## config.mk

```make
export PLATFORM = sky130hd
export DESIGN_NAME = ace_snoop_initiator
export DESIGN_NICKNAME = d
export VERILOG_FILES = /design/src/rtl/ace_snoop_pkg.sv /design/src/rtl/ace_cd_beat_collector.sv /design/src/rtl/ace_snoop_initiator.sv
export SDC_FILE = /design/constraint.sdc
export NUM_CORES = 2
export LEC_CHECK = 0
export ABC_CLOCK_PERIOD_IN_PS = 20800
export CAP_MARGIN = 20
export CELL_PAD_IN_SITES_DETAIL_PLACEMENT = 1
export CELL_PAD_IN_SITES_GLOBAL_PLACEMENT = 2
export CORE_AREA = 2 2 343 345
export CTS_CLUSTER_DIAMETER = 50
export DETAILED_ROUTE_END_ITERATION = 12
export DIE_AREA = 0 0 345 347
export GPL_TIMING_DRIVEN = 0
export PLACE_DENSITY_LB_ADDON = 0.1
export SKIP_CTS_REPAIR_TIMING = 1
export SYNTH_ARGS = -nofsm -noshare
export SYNTH_HDL_FRONTEND = slang
export SYNTH_SLANG_ARGS = --single-unit
```

## constraint.sdc

```tcl
create_clock -name ace_aclk -period 20.8 [get_ports ace_aclk]
set_clock_uncertainty 0.2 [all_clocks]
set_input_delay 3.12 -clock ace_aclk [delete_from_list [all_inputs] [get_ports ace_aclk]]
set_output_delay 3.12 -clock ace_aclk [all_outputs]
set_load 0.02 [all_outputs]
```

## src/rtl/ace_snoop_pkg.sv

```systemverilog
// Shared types and constants for the ACE snoop initiator: FSM states, ACSNOOP encodings,
// CRRESP bit positions and status bit positions.
package ace_snoop_pkg;

  typedef enum logic [2:0] {S_IDLE, S_AC, S_CR, S_CD, S_DONE} state_e;

  localparam logic [3:0] ACSNOOP_READ_ONCE             = 4'h0;
  localparam logic [3:0] ACSNOOP_READ_SHARED           = 4'h1;
  localparam logic [3:0] ACSNOOP_READ_CLEAN            = 4'h2;
  localparam logic [3:0] ACSNOOP_READ_NOT_SHARED_DIRTY = 4'h3;
  localparam logic [3:0] ACSNOOP_READ_UNIQUE           = 4'h7;
  localparam logic [3:0] ACSNOOP_CLEAN_SHARED          = 4'h8;
  localparam logic [3:0] ACSNOOP_CLEAN_INVALID         = 4'h9;
  localparam logic [3:0] ACSNOOP_MAKE_INVALID          = 4'hD;
  localparam logic [3:0] ACSNOOP_DVM_COMPLETE          = 4'hE;
  localparam logic [3:0] ACSNOOP_DVM_MESSAGE           = 4'hF;

  localparam int unsigned CRRESP_DATA_TRANSFER = 0;
  localparam int unsigned CRRESP_ERROR         = 1;
  localparam int unsigned CRRESP_PASS_DIRTY    = 2;
  localparam int unsigned CRRESP_IS_SHARED     = 3;
  localparam int unsigned CRRESP_WAS_UNIQUE    = 4;

  localparam int unsigned STATUS_W            = 4;
  localparam int unsigned STATUS_TIMEOUT      = 0;
  localparam int unsigned STATUS_EARLY_LAST   = 1;
  localparam int unsigned STATUS_MISSING_LAST = 2;
  localparam int unsigned STATUS_UNSOLICITED  = 3;

  function automatic logic [31:0] sat_inc(input logic [31:0] v);
    return (v == 32'hFFFF_FFFF) ? v : v + 32'd1;
  endfunction

endpackage

```

## src/rtl/ace_cd_beat_collector.sv

```systemverilog
// Collects CD beats into a cache-line buffer and flags CDLAST placement errors.
module ace_cd_beat_collector #(
  parameter int unsigned DataWidth = 128,
  parameter int unsigned Beats     = 4
) (
  input  logic                         clk_i,
  input  logic                         rst_i,
  input  logic                         clear_i,
  input  logic                         beat_hs_i,
  input  logic [DataWidth-1:0]         cddata_i,
  input  logic                         cdlast_i,
  output logic [Beats*DataWidth-1:0]   line_o,
  output logic                         complete_o,
  output logic                         err_early_o,
  output logic                         err_missing_o
);

  localparam int unsigned CntW = (Beats > 1) ? $clog2(Beats) : 1;

  logic [CntW-1:0]            cnt_q, cnt_d;
  logic [Beats*DataWidth-1:0] line_q, line_d;
  logic                       is_final;

  always_comb begin
    is_final      = (cnt_q == CntW'(Beats - 1));
    complete_o    = beat_hs_i & (cdlast_i | is_final);
    err_early_o   = beat_hs_i & cdlast_i & ~is_final;
    err_missing_o = beat_hs_i & is_final & ~cdlast_i;
    cnt_d         = cnt_q;
    line_d        = line_q;
    if (clear_i) begin
      cnt_d  = '0;
      line_d = '0;
    end else if (beat_hs_i) begin
      for (int k = 0; k < Beats; k++) begin
        if (cnt_q == CntW'(k)) line_d[k*DataWidth +: DataWidth] = cddata_i;
      end
      cnt_d = complete_o ? '0 : cnt_q + 1'b1;
    end
  end

  always_ff @(posedge clk_i or posedge rst_i) begin
    if (rst_i) begin
      cnt_q  <= '0;
      line_q <= '0;
    end else begin
      cnt_q  <= cnt_d;
      line_q <= line_d;
    end
  end

  assign line_o = line_q;

endmodule

```

## src/rtl/ace_snoop_initiator.sv

```systemverilog
// Interconnect-side ACE snoop initiator: issues one AC request, collects CR and optional CD
// data, and reports latencies, timeout and protocol errors. All outputs are registered.
module ace_snoop_initiator
  import ace_snoop_pkg::*;
#(
  parameter int unsigned C_ACE_ADDR_WIDTH = 44,
  parameter int unsigned C_ACE_DATA_WIDTH = 128,
  parameter int unsigned CACHE_LINE_BYTES = 64
) (
  input  logic                                  ace_aclk,
  input  logic                                  ace_areset,
  input  logic                                  i_start,
  input  logic [C_ACE_ADDR_WIDTH-1:0]           i_acaddr,
  input  logic [3:0]                            i_acsnoop,
  input  logic [2:0]                            i_acprot,
  input  logic [31:0]                           i_timeout,
  output logic                                  o_acvalid,
  output logic [C_ACE_ADDR_WIDTH-1:0]           o_acaddr,
  output logic [3:0]                            o_acsnoop,
  output logic [2:0]                            o_acprot,
  input  logic                                  i_acready,
  input  logic                                  i_crvalid,
  input  logic [4:0]                            i_crresp,
  output logic                                  o_crready,
  input  logic                                  i_cdvalid,
  input  logic [C_ACE_DATA_WIDTH-1:0]           i_cddata,
  input  logic                                  i_cdlast,
  output logic                                  o_cdready,
  output logic                                  o_busy,
  output logic                                  o_done,
  output logic [31:0]                           o_status,
  output logic [4:0]                            o_crresp_q,
  output logic [31:0]                           o_cr_latency,
  output logic [31:0]                           o_cd_latency,
  output logic [CACHE_LINE_BYTES*8-1:0]         o_cd_line
);

  localparam int unsigned BEATS = CACHE_LINE_BYTES * 8 / C_ACE_DATA_WIDTH;

  state_e                        state_q, state_d;
  logic                          acvalid_q, acvalid_d, crready_q, crready_d, cdready_q, cdready_d;
  logic                          done_q, done_d, busy_q, busy_d;
  logic [C_ACE_ADDR_WIDTH-1:0]   addr_q, addr_d;
  logic [3:0]                    snoop_q, snoop_d;
  logic [2:0]                    prot_q, prot_d;
  logic [STATUS_W-1:0]           status_q, status_d;
  logic [4:0]                    crresp_q, crresp_d;
  logic [31:0]                   cr_lat_q, cr_lat_d, cd_lat_q, cd_lat_d, to_cnt_q, to_cnt_d;
  logic                          ac_hs, cr_hs, cd_hs, start_ok, in_flight, timed_out;
  logic                          cd_complete, cd_err_early, cd_err_missing;

  ace_cd_beat_collector #(
    .DataWidth (C_ACE_DATA_WIDTH),
    .Beats     (BEATS)
  ) u_collector (
    .clk_i         (ace_aclk),
    .rst_i         (ace_areset),
    .clear_i       (start_ok),
    .beat_hs_i     (cd_hs),
    .cddata_i      (i_cddata),
    .cdlast_i      (i_cdlast),
    .line_o        (o_cd_line),
    .complete_o    (cd_complete),
    .err_early_o   (cd_err_early),
    .err_missing_o (cd_err_missing)
  );

  always_comb begin
    state_d   = state_q;
    acvalid_d = acvalid_q;
    crready_d = crready_q;
    cdready_d = cdready_q;
    addr_d    = addr_q;
    snoop_d   = snoop_q;
    prot_d    = prot_q;
    status_d  = status_q;
    crresp_d  = crresp_q;
    cr_lat_d  = cr_lat_q;
    cd_lat_d  = cd_lat_q;
    ac_hs     = acvalid_q & i_acready;
    cr_hs     = crready_q & i_crvalid;
    cd_hs     = cdready_q & i_cdvalid;
    start_ok  = (state_q == S_IDLE) & i_start;
    in_flight = (state_q == S_AC) || (state_q == S_CR) || (state_q == S_CD);
    timed_out = in_flight && (i_timeout != 32'd0) && (to_cnt_q == i_timeout);
    to_cnt_d  = in_flight ? sat_inc(to_cnt_q) : to_cnt_q;

    case (state_q)
      S_IDLE: begin
        if (i_start) begin
          addr_d    = i_acaddr;
          snoop_d   = i_acsnoop;
          prot_d    = i_acprot;
          status_d  = '0;
          crresp_d  = '0;
          cr_lat_d  = '0;
          cd_lat_d  = '0;
          // Counts the S_AC entry cycle as 1 so the abort lands exactly i_timeout cycles later
          to_cnt_d  = 32'd1;
          acvalid_d = 1'b1;
          state_d   = S_AC;
        end
      end
      S_AC: begin
        if (ac_hs) begin
          acvalid_d = 1'b0;
          crready_d = 1'b1;
          state_d   = S_CR;
        end
      end
      S_CR: begin
        cr_lat_d = sat_inc(cr_lat_q);
        if (cr_hs) begin
          crresp_d  = i_crresp;
          crready_d = 1'b0;
          if (i_crresp[CRRESP_DATA_TRANSFER]) begin
            cdready_d = 1'b1;
            state_d   = S_CD;
          end else begin
            state_d = S_DONE;
          end
        end
      end
      S_CD: begin
        cd_lat_d = sat_inc(cd_lat_q);
        if (cd_err_early)   status_d[STATUS_EARLY_LAST]   = 1'b1;
        if (cd_err_missing) status_d[STATUS_MISSING_LAST] = 1'b1;
        if (cd_complete) begin
          cdready_d = 1'b0;
          state_d   = S_DONE;
        end
      end
      S_DONE:  state_d = S_IDLE;
      default: state_d = S_IDLE;
    endcase

    // A handshake that finishes the transaction in the same cycle takes priority over the abort
    if (timed_out && (state_d != S_DONE)) begin
      state_d                  = S_DONE;
      status_d[STATUS_TIMEOUT] = 1'b1;
      acvalid_d                = 1'b0;
      crready_d                = 1'b0;
      cdready_d                = 1'b0;
    end
    if (i_cdvalid && ((state_q == S_IDLE) || (state_q == S_AC))) begin
      status_d[STATUS_UNSOLICITED] = 1'b1;
    end

    done_d = (state_d == S_DONE);
    busy_d = (state_d != S_IDLE);
  end

  always_ff @(posedge ace_aclk or posedge ace_areset) begin
    if (ace_areset) begin
      state_q   <= S_IDLE;
      acvalid_q <= 1'b0;
      crready_q <= 1'b0;
      cdready_q <= 1'b0;
      done_q    <= 1'b0;
      busy_q    <= 1'b0;
      addr_q    <= '0;
      snoop_q   <= '0;
      prot_q    <= '0;
      status_q  <= '0;
      crresp_q  <= '0;
      cr_lat_q  <= '0;
      cd_lat_q  <= '0;
      to_cnt_q  <= '0;
    end else begin
      state_q   <= state_d;
      acvalid_q <= acvalid_d;
      crready_q <= crready_d;
      cdready_q <= cdready_d;
      done_q    <= done_d;
      busy_q    <= busy_d;
      addr_q    <= addr_d;
      snoop_q   <= snoop_d;
      prot_q    <= prot_d;
      status_q  <= status_d;
      crresp_q  <= crresp_d;
      cr_lat_q  <= cr_lat_d;
      cd_lat_q  <= cd_lat_d;
      to_cnt_q  <= to_cnt_d;
    end
  end

  assign o_acvalid    = acvalid_q;
  assign o_acaddr     = addr_q;
  assign o_acsnoop    = snoop_q;
  assign o_acprot     = prot_q;
  assign o_crready    = crready_q;
  assign o_cdready    = cdready_q;
  assign o_busy       = busy_q;
  assign o_done       = done_q;
  assign o_status     = {{(32 - STATUS_W){1'b0}}, status_q};
  assign o_crresp_q   = crresp_q;
  assign o_cr_latency = cr_lat_q;
  assign o_cd_latency = cd_lat_q;

endmodule

```

# After elaboration in Yosys (flattened, before gate mapping)
# Cells that the tools add are included.
# totals
regBits,678
input_bits,223
out_inout_bits,669
wordCells,150
# classes
add_sub_neg,4
n_eq_ne,23
n_mux,49
n_bitwise,12
n_reduce_logical,40
# ops
operator,count
$mux W512,2
$mux W128,4
$mux W32,7
$pmux W32 S2,2
$add A32 B1 Y32 const B,3
$eq A32 B32 Y1 const B,3
$eq A32 B32 Y1,1
$reduce_bool A32 Y1,1
$reduce_bool A2 Y1,11
$reduce_and A3 Y1,7
$mux W3,6
$mux W1,16
$ne A3 B2 Y1 const B,5
$reduce_and A2 Y1,7
$ne A2 B2 Y1 const B,6
$pmux W3 S4,1
$reduce_bool A3 Y1,4
$mux W5,2
$pmux W5 S2,1
$and A1 B1 Y1,9
$eq A3 B2 Y1 const B,2
$mux W2,3
$pmux W1 S2,3
$eq A2 B2 Y1 const B,2
14 further kinds,20

# Logic depth before layout (Yosys ltp)
# logic_depth
depth_word,9
mapped_depth,8
ltp_nobuf,6

# Cells and area by module
# A second synthesis with hierarchy kept.
# hier_totals
cells_unflattened,3273
area_unflattened_um2,32996.6
# by_module_without_submodules
mod,n_inst,cells_each,area_per_inst_um2,seq_area_each_um2
ace_cd_beat_collector,1,2352,24591.1,12862.3
ace_snoop_initiator,1,921,8405.6,4103.9

# Worst setup path before layout
# OpenSTA, ideal clock, no wires.
# synth_path
kind,in2reg
from,input port i_start
to,register cd_lat_q[28] (netlist: o_cd_latency[28])
setup_time_ps,78
arrival_time_ps,4664
required_time_ps,20522
path_slack_ps,15858
path_stages,6
n_path_buf,1
cell_sequence,or4b_1 buf_2 a2111oi_4 nand3_2 or3_1 a21oi_1
# synth_via
elab_chain_len,2
# synth_lines
item,line_no,rtl
"start, declared",ace_snoop_initiator.sv:12,"input logic i_start,"
$ne A2 B2 Y1 (no source line),--,
$reduce_and A3 Y1 (no source line),--,
"end signal, assigned",ace_snoop_initiator.sv:182,cd_lat_q <= cd_lat_d;
"end, declared",ace_snoop_initiator.sv:48,"logic [31:0] cr_lat_q, cr_lat_d, cd_lat_q, cd_lat_d, to_cnt_q, to_cnt_d;"
# Every way passes these cells.
# A chain may end at the register's enable or synchronous reset.

# Final worst setup path
# layout_path
from,input port i_start
to,register u_collector.line_q[273] (netlist: u_collector.line_o[273])
# layout_via
elab_chain_len,3
word_cells_on_any_way,5
classes_between,1 x mux; 1 x bitwise; 3 x reduce/logical
# layout_lines
item,line_no,rtl
$and A1 B1 Y1 (*),ace_snoop_initiator.sv:83,start_ok = (state_q == S_IDLE) & i_start;
$reduce_bool A2 Y1 (no source line),--,
$reduce_and A2 Y1 (no source line),--,
"end signal, assigned",ace_cd_beat_collector.sv:48,line_q <= line_d;
"end, declared",ace_cd_beat_collector.sv:21,"logic [Beats*DataWidth-1:0] line_q, line_d;"
# Every way passes the cells marked *; elsewhere a longest branch is shown, timed or not.

==> impl_metrics.tcl <==
set metrics [dict create \
    synthCells 3228 \
    place_area_um2 40100 \
    hold_depth 2 \
    regArea_um2 17000 \
    worst_path_largest_cell_delay_ps 640 \
    synth_area_um2 28900 \
    crit_type "in2reg" \
    p_leak_nw 18.8 \
    drive_above_1_share_pct 7.49 \
    endpoint_kind "register" \
    first_pass_iters 6 \
    cts_buffers 121 \
    antenna_found_initial 13 \
    post-route-min-period_ps 6170 \
    synthMuxAreaShare_pct 0.797 \
    rr_worst_depth 7 \
    synth-simple-area-share_pct 22.4 \
    synth_flop_cell "dfrtp_1" \
    multi_input_area_um2 10900 \
    cts_tree "yes" \
    crit_required_ps 21120 \
    grt-ovfl-total 0 \
    hpwlAfterDp_um 113000 \
    critPathLaunchType "input port" \
    hold_viol 0 \
    finalSetupViolations 0 \
    grt_pass1_vias 28800 \
    fin_tns_setup_ps 0 \
    final_cell_area_um2 44800 \
    nFillCells 13300 \
    root_buffer "clkbuf_16" \
    cts.sinks 678 \
    synth_compound_area_share_pct 12.6 \
    pre_cts_ws_ps 13850 \
    grt_usage_pct 24.1 \
    critPathArrivalTime_ps 6490 \
    yosysUniqueCellTypes 67 \
    post-route-period-util_pct 29.7 \
    relSlewSlack_pct 35.2 \
    maxCapViolCount 0 \
    ys_ff_latch 678 \
    syn_to_final_growth_pct 55.1 \
    drv_slew 0 \
    wire_per_inst_um 24.9 \
    h-tree-depth 3 \
    synth_adder_area_share_pct 0.303 \
    ir_drop_uv 71.4 \
    stdcell_count 5910 \
    synth_edf_count 0 \
    power_density_nw_per_um2 144 \
    start_util_pct 25.0 \
    numPlacedInstances 5672 \
    num_rows 125 \
    synth_xor_area_share_pct 1.36 \
    timing.final.ws_setup_ps 14630 \
    antenna_left 0 \
    synth_top_family_by_area "simple AND/OR/NAND/NOR gates" \
    rsz0062_at_grt "false" \
    io_pins 892 \
    timing.critical_path.mode_cell "clkbuf_1" \
    yosysTopAreaCellShare_pct 58.8 \
    post_drt_via_cell_ratio 4.66 \
    die_w_um 345 \
    synth_warnings 0 \
    die_area_um2 120000 \
    drc_errors 0 \
    path_clk_slew_ps 50 \
    clk_path_buf_depth 3 \
    cpMaxStageDelayCell "clkbuf_1" \
    ys_top_cells_by_area "dfrtp_1, nand2_1, a21oi_1, clkbuf_1, xor2_1" \
    clkLatencyLatePin_ps 690 \
    port_buffers 863 \
    yosysSeqAreaShare_pct 58.8 \
    fmax_mhz 162 \
    wirelength_um 147000 \
    grt_max_degree 39 \
    yosysTopAreaCell "dfrtp_1" \
    routabilityCongestion 0.843 \
    status "completed" \
    drtIter0Drc 1387 \
    coreArea_um2 116000 \
    die_h_um 347 \
    cp_max_fo 10 \
    crit_chain "clkdlybuf4s50_1, nor4b_2, clkbuf_1, clkbuf_1, buf_8, clkbuf_1, a21oi_1" \
    synth-async-reset-ratio_pct 100 \
    grt_pass1_wl_um 212000 \
    dr_total_vias 27500 \
    hp-class "reg2reg" \
    syn_avg_cell_area_um2 8.95 \
    worst_pin_slew_ps 964 \
    final_net_count 4503 \
]
==> metal layers <==
layer / wire [µm] / global-route usage (%) / vias to the layer above
met1: 61600 / 29.6 / 13700
met4: 4070 / 7.12 / 12
met3: 11200 / 7.77 / 186
met5: 89 / 0 / -
met2: 70100 / 40.2 / 790
li1: - / - / 12800
==> synth_stat cells, types with 18 or more instances <==
cell type / count
buf_1: 18
nand3_1: 32
or4_1: 20
nand4_1: 42
nand2_1: 1256
o31ai_1: 21
clkbuf_1: 183
o21ai_0: 34
and3_1: 18
dfrtp_1: 678
nor2_1: 44
or3_1: 26
nor3_1: 19
a21oi_1: 570
buf_4: 28
xor2_1: 36
mux2i_1: 23
nor4_1: 23
==> metrics by stage <==
stage / util, % / hold slack, ps / power [W]
floorplan: - / 279 / 0.00294
global placement: 34.2 / 258 / 0.00421
detailed placement: 34.7 / 264 / 0.00424
CTS: 38.7 / 275 / 0.00656
global route: 38.7 / 290 / 0.00678
finish: 38.7 / 267 / 0.00646
==> placed cells by master, fill, tap and decap left out, types with 21 or more instances in the layout <==
cell type        count
nand2_1           1256
o31ai_1             21
dfrtp_1            678
buf_4               28
or3_1               26
nand3_1             32
conb_1              28
clkdlybuf4s50_1    863
xor2_1              36
a21oi_1            570
buf_12              21
mux2i_1             23
nand4_1             42
bufinv_16           31
nor4_1              23
clkbuf_16          125
nor2_1              44
o21ai_0             34
clkbuf_1           191
==> critical path, delay by kind of cell <==
family                 cells  cell delay (ps)
AOI/OAI and AO/OA          1               90
buffers and inverters      5             2670
and+or+nand+nor            1              610
==> power by group <==
| part | leakage (nW) | internal, W | switching (W) | total [W] |
|---|---|---|---|---|
| logic | 7.39 | 0.000894 | 0.00134 | 0.00224 |
| clock network | 2.25 | 0.00153 | 0.000749 | 0.00228 |
| registers | 9.18 | 0.00169 | 0.000255 | 0.00195 |
==> cell families (layout without fill, tap and decap cells) <==
logic type | count (synthesis) | after routing
adder cells (fa/ha/maj) | 7 | 7
other | 1 | 36
buffers and inverters | 258 | 1381
XOR/XNOR | 45 | 45
flip-flops | 678 | 678
AO/OA/AOI/OAI | 676 | 676
AND/OR/NAND/NOR | 1540 | 1540
multiplexers | 23 | 23
==> layout make-up <==
class                           instances  area share (%)
Antenna cell                            8          0.0447
Buffer                                241            2.30
Clock buffer                          151            7.51
Clock inverter                         77            2.82
Inverter                               17           0.151
Multi-Input combinational cell       2319            24.4
Sequential cell                       678            37.9
Tap cell                             1524            4.26
Timing Repair Buffer                  895            20.6
==> flip-flops by register name, summed over array words and instances (netlist names), 2 cells and up <==
register,count
o_acprot,3
o_acaddr,44
o_cr_latency,32
status_q,4
o_crresp_q,5
u_collector.line_o,512
o_acsnoop,4
o_cd_latency,32
state_q,3
u_collector.cnt_q,2
to_cnt_q,32
==> path summary, 6_finish.rpt <==
path                                           from                                  end  slack, ps
setup / recovery                            i_start  u_collector.line_o[273]$_DFFE_PP0P_      14630
hold / removal             o_acaddr[28]$_DFFE_PP0P_             o_acaddr[28]$_DFFE_PP0P_        270
setup reg to reg               state_q[2]$_DFF_PP0_  u_collector.line_o[273]$_DFFE_PP0P_      16960
hold reg to reg            o_acaddr[28]$_DFFE_PP0P_             o_acaddr[28]$_DFFE_PP0P_        270
max in group asynchronous                ace_areset  u_collector.line_o[435]$_DFFE_PP0P_      15810
min in group asynchronous                ace_areset         o_cr_latency[18]$_DFFE_PP0P_       2640
(Power assumes the default switching activity.)
